### config.mk
export PLATFORM = sky130hd
export DESIGN_NAME = mix_wb_buffer
export DESIGN_NICKNAME = d
export VERILOG_FILES = /design/src/rtl/mix_wb_buffer.sv
export SDC_FILE = /design/constraint.sdc
export NUM_CORES = 1
export LEC_CHECK = 0
export ABC_AREA = 1
export BUFFER_PORTS_ARGS = -buffer_cell sky130_fd_sc_hd__buf_2
export CORE_MARGIN = 1
export CORE_UTILIZATION = 51
export DETAILED_ROUTE_END_ITERATION = 10
export HOLD_SLACK_MARGIN = 0.03
export PLACE_DENSITY = 0.72
export SYNTH_ARGS = -nofsm -noshare
export SYNTH_HDL_FRONTEND = slang
export SYNTH_SLANG_ARGS = --single-unit
### constraint.sdc
create_clock -name clk_i -period 2.56 [get_ports clk_i]
set_clock_uncertainty 0.05 [all_clocks]
set_input_delay 0.128 -clock clk_i [delete_from_list [all_inputs] [get_ports clk_i]]
set_output_delay 0.128 -clock clk_i [all_outputs]
set_load 0.005 [all_outputs]
### src/rtl/mix_wb_buffer.sv
// In-order result buffer between the mix FU and the shared writeback arbiter.
// Occupancy alone decides full/empty; the pointers simply wrap.
module mix_wb_buffer #(
    parameter int DEPTH         = 4,
    parameter int XLEN          = 32,
    parameter int TRANS_ID_BITS = 3
) (
    input  logic                     clk_i,
    input  logic                     rst_i,
    input  logic                     flush_i,
    input  logic                     fu_valid_i,
    input  logic [XLEN-1:0]          fu_result_i,
    input  logic [TRANS_ID_BITS-1:0] fu_trans_id_i,
    output logic                     fu_ready_o,
    output logic                     wb_valid_o,
    output logic [XLEN-1:0]          wb_result_o,
    output logic [TRANS_ID_BITS-1:0] wb_trans_id_o,
    input  logic                     wb_ready_i,
    output logic [$clog2(DEPTH):0]   count_o,
    output logic                     overflow_o
);

    localparam int PW = $clog2(DEPTH);
    localparam int CW = PW + 1;
    localparam logic [CW-1:0] FULL = CW'(DEPTH);

    logic [XLEN-1:0]          data_q [DEPTH];
    logic [TRANS_ID_BITS-1:0] id_q   [DEPTH];

    logic [PW-1:0] wr_q, wr_d;
    logic [PW-1:0] rd_q, rd_d;
    logic [CW-1:0] count_q, count_d;
    logic          ovf_q, ovf_d;
    logic          push, pop;

    assign fu_ready_o    = (count_q != FULL);
    assign wb_valid_o    = (count_q != '0);
    assign wb_result_o   = data_q[rd_q];
    assign wb_trans_id_o = id_q[rd_q];
    assign count_o       = count_q;
    assign overflow_o    = ovf_q;

    assign push = fu_valid_i & fu_ready_o & ~flush_i;
    assign pop  = wb_valid_o & wb_ready_i & ~flush_i;

    always_comb begin
        wr_d    = wr_q;
        rd_d    = rd_q;
        count_d = count_q;
        ovf_d   = ovf_q;
        if (flush_i) begin
            wr_d    = '0;
            rd_d    = '0;
            count_d = '0;
        end else begin
            if (push) wr_d = wr_q + PW'(1);
            if (pop)  rd_d = rd_q + PW'(1);
            if (push && !pop) count_d = count_q + CW'(1);
            if (pop && !push) count_d = count_q - CW'(1);
            // A result arriving while full is lost; remember it until reset.
            if (fu_valid_i && !fu_ready_o) ovf_d = 1'b1;
        end
    end

    always_ff @(posedge clk_i) begin
        if (rst_i) begin
            wr_q    <= '0;
            rd_q    <= '0;
            count_q <= '0;
            ovf_q   <= 1'b0;
        end else begin
            wr_q    <= wr_d;
            rd_q    <= rd_d;
            count_q <= count_d;
            ovf_q   <= ovf_d;
        end
    end

    always_ff @(posedge clk_i) begin
        if (push) begin
            data_q[wr_q] <= fu_result_i;
            id_q[wr_q]   <= fu_trans_id_i;
        end
    end

    a_count_bound: assert property (
        @(posedge clk_i) disable iff (rst_i) count_q <= FULL);
    a_valid_match: assert property (
        @(posedge clk_i) disable iff (rst_i) wb_valid_o == (count_q != '0));
    a_no_push_full: assert property (
        @(posedge clk_i) disable iff (rst_i) !(push && count_q == FULL));

endmodule
==> results.toml <==
[placed_design]
globalplace.congestion = 0.7486
placed_cells_incl_taps = 624
detailed_place_hpwl_um = 6346
number_of_buffers_added_on_ports = 80

[final_layout]
fillerInstances = 732
finalNetCount = 589
proportion_of_layout_cells_with_a_drive_suffix_above_1_pct = 23.92
number_of_standard_cells_in_the_final_layout_excluding_fillers = 696
multi_input_comb_area_um2 = 1146
sequential_standard_cell_area_um2 = 4405
antenna-diode-count = 0
area_growth_syn_to_layout_pct = 26.97

[floorplanning]
floorplan.io_pins = 81
die_width_um = 108.0
core_um2 = 10890
die_height_um = 108.0
dieArea_um2 = 11670
initial_core_util_pct = 52.67
floorplan.rows = 38

[synthesis]
yosys_warnings = 0
synth_fp_nets = 460
postSynthCellCount = 414
synth_seq_cells = 150
syn_area_cell_um2 = 13.85
post_synth_instance_area_um2 = 5734
ys_types = 25
yosysSeqAreaShare_pct = 76.81

[critical_path]
cp_required_ns = 2.38
timing.setup.critical_path_class = "reg -> out"
crit_chain = "inv_4 > o21ai_0 > o22ai_1 > buf_2"
signal_arrival_time_at_the_worst_endpoint_ns = 2.00
crit_path_end_kind = "output pin"
critical-path-max-stage-delay_ns = 0.50
critical_path.max_fanout = 70
reg2reg_slack_ns = 0.62
crit_path_start_kind = "flop"
cp_slowest_cell = "sky130_fd_sc_hd__inv_4"

[clock_network]
cts.repair_timing.setup_buffer_count = 0
clock_insertion_delay_worst_skew_ns = 0.52
clock-root-buffer = "sky130_fd_sc_hd__clkbuf_8"
clock_sinks = 150
clkTransAtPathRegs_ns = 0.06
ctsLongestPathBuffers = 2
numCtsBuffers = 17
cts_tree = "built"
cts.htree.levels = 4

[run_status]
result_of_the_run = "finished, final reports clean"

[pwr]
seq_power_share_pct = 50.6
power_leakage_nw = 2.671
p_int_w = 0.004383
power_switching_w = 0.001005
swShare_pct = 18.65
ir_drop_uv = 515.6
power-per-cell-area_nw_per_um2 = 740.0
clock_power_share_pct = 45.2
power.total_w = 0.005388
power.share.combinational_pct = 4.2

[route]
number_of_routed_nets_with_antenna_violations = 0
wirelength_um = 11340
route.vias.total = 3685
route.detailed.wl_per_inst_um = 16.29
drt-pass1-iter-count = 4
route.detailed.drc = 0
iteration_0_drc_count_of_the_detailed_router = 233
drt-vias-per-instance = 5.295

[sta]
setup_tns_ns = 0
fin_worst_hold_slack_ns = 0.3057
post-route-min-period_ns = 2.182
max_freq_mhz = 458.3
finalHoldViolations = 0
slew_headroom_pct = 53.38
setup_repair_after_global_routing_missed_its_margin = "no"
max_slew_violation_count = 0
post-route-period-util_pct = 85.24
worst_pin_slew_ns = 0.6993
final_setup_violation_count = 0

[global_route]
groute.usage.overall_pct = 20.86
number_of_antenna_violations_at_the_first_check_in_global_routing = 0
first_pass_grt_wire_length_um = 17680
globalRoute.totalOverflow = 0
pin_count_of_the_biggest_net_entering_global_routing = 71
vias_in_the_first_global_route = 3707

[flow_run]
max_cap_violations = 0

[worst_hold_path]
min-delay-path-class = "in -> reg"
-- power groups by stage --
| stage | clock, W | sequential (W) | combinational (W) |
|---|---|---|---|
| 2_1_floorplan | 0 | 0.00278 | 0.0000738 |
| 3_3_place_gp | 0 | 0.00278 | 0.000173 |
| 3_5_place_dp | 0 | 0.00278 | 0.000180 |
| 4_1_cts | 0.00247 | 0.00273 | 0.000228 |
| 5_1_grt | 0.00258 | 0.00273 | 0.000251 |
| 6_report | 0.00243 | 0.00273 | 0.000227 |
-- synthesized netlist by cell type --
master	number	area share, %
sky130_fd_sc_hd__edfxtp_1	140	73
sky130_fd_sc_hd__nor2_1	82	5.4
sky130_fd_sc_hd__o21ai_0	48	4.2
sky130_fd_sc_hd__o22ai_1	35	3.8
sky130_fd_sc_hd__o21ai_1	23	2.0
sky130_fd_sc_hd__inv_1	18	1.2
sky130_fd_sc_hd__nand2_1	12	0.79
sky130_fd_sc_hd__dfxtp_1	10	3.5
sky130_fd_sc_hd__buf_2	9	0.79
sky130_fd_sc_hd__buf_4	9	1.2
sky130_fd_sc_hd__a21oi_1	5	0.44
sky130_fd_sc_hd__ha_1	5	1.1
sky130_fd_sc_hd__nand3_1	5	0.44
sky130_fd_sc_hd__nand2_2	2	0.22
sky130_fd_sc_hd__a31oi_1	1	0.11
sky130_fd_sc_hd__buf_6	1	0.20
sky130_fd_sc_hd__clkbuf_2	1	0.087
sky130_fd_sc_hd__clkbuf_4	1	0.13
sky130_fd_sc_hd__fa_1	1	0.35
sky130_fd_sc_hd__inv_2	1	0.065
sky130_fd_sc_hd__inv_4	1	0.11
sky130_fd_sc_hd__nand2_4	1	0.20
sky130_fd_sc_hd__nor2_2	1	0.11
sky130_fd_sc_hd__nor2_4	1	0.20
sky130_fd_sc_hd__o21ai_2	1	0.15
-- critical path, delay by kind of cell (launching register included) --
family / cells / cell delay (ns)
buf+inv: 2 / 0.67
compound gates: 2 / 0.45
flops: 1 / 0.34
-- per-stage QoR --
step	area, µm²	util (%)	worst slack, ns
after floorplan	5734	-	-0.05927
after CTS	7281	66.87	0.3675
after global placement	6287	57.75	0.7116
after detailed placement	6287	57.75	0.6416
after global routing	7281	66.87	0.2639
final	7281	66.87	0.3779
-- registers in the layout, indices dropped and copies added, names as in the netlist, named ones only --
register / count
wr_q: 2
rd_q: 2
data_q: 128
count_o: 3
id_q: 12
overflow_o: 1
-- placed cells by master, fill, tap and decap left out --
master / n
sky130_fd_sc_hd__o21ai_2: 1
sky130_fd_sc_hd__clkinvlp_4: 1
sky130_fd_sc_hd__a21oi_1: 5
sky130_fd_sc_hd__clkbuf_1: 3
sky130_fd_sc_hd__nor2_2: 1
sky130_fd_sc_hd__nand2_1: 12
sky130_fd_sc_hd__dfxtp_2: 1
sky130_fd_sc_hd__edfxtp_1: 140
sky130_fd_sc_hd__o21ai_1: 23
sky130_fd_sc_hd__bufinv_16: 3
sky130_fd_sc_hd__fa_1: 1
sky130_fd_sc_hd__inv_1: 18
sky130_fd_sc_hd__nand2_2: 2
sky130_fd_sc_hd__ha_1: 5
sky130_fd_sc_hd__nor2_1: 78
sky130_fd_sc_hd__clkbuf_8: 4
sky130_fd_sc_hd__inv_4: 1
sky130_fd_sc_hd__o21ai_0: 48
sky130_fd_sc_hd__inv_2: 1
sky130_fd_sc_hd__clkinv_2: 4
sky130_fd_sc_hd__nor2_4: 5
sky130_fd_sc_hd__buf_2: 80
sky130_fd_sc_hd__dfxtp_1: 9
sky130_fd_sc_hd__o22ai_1: 35
sky130_fd_sc_hd__clkinv_4: 1
sky130_fd_sc_hd__buf_4: 11
sky130_fd_sc_hd__nand2_4: 1
sky130_fd_sc_hd__dlygate4sd3_1: 40
sky130_fd_sc_hd__nand3_1: 5
sky130_fd_sc_hd__clkbuf_16: 16
sky130_fd_sc_hd__a31oi_1: 1
-- final cells by class --
cell class                      instances  share of cell area (%)
Timing Repair Buffer                  131                   12.13
Sequential cell                       150                   60.51
Clock inverter                          9                   1.736
Clock buffer                           23                   6.410
Inverter                               20                   1.065
Multi-Input combinational cell        223                   15.74
Tap cell                              140                   2.406
-- worst paths after layout --
kind                    end  cells after the start            start
max reg2reg      count_o[2]                     12       count_o[1]
min           data_q[0][31]                      2  fu_result_i[31]
max          wb_result_o[3]                      4             flop
min reg2reg         wr_q[0]                      2          wr_q[0]
-- kinds of logic after synthesis --
family          count (synthesis)  synth area share (%)
flops                         150                 76.81
compound gates                113                 10.71
simple gates                  104                 7.310
buf+inv                        41                 3.731
fa+ha+maj                       6                 1.440
-- per-layer routing --
metal	part of all wire (%)	wire (µm)	track usage (%)	up-vias
met3	4.5	509	5.546	17
met2	54	6101	37.40	102
met1	40	4549	23.42	1786
met4	1.6	182	8.708	0
li1	-	-	-	1780
met5	0	0	0	-
-- timing repair --
action	in CTS	in global routing
hold endpoints to repair	150	0
resized for setup	0	0
hold buffers	40	0
Note: power is estimated with default switching activity, not from simulation.
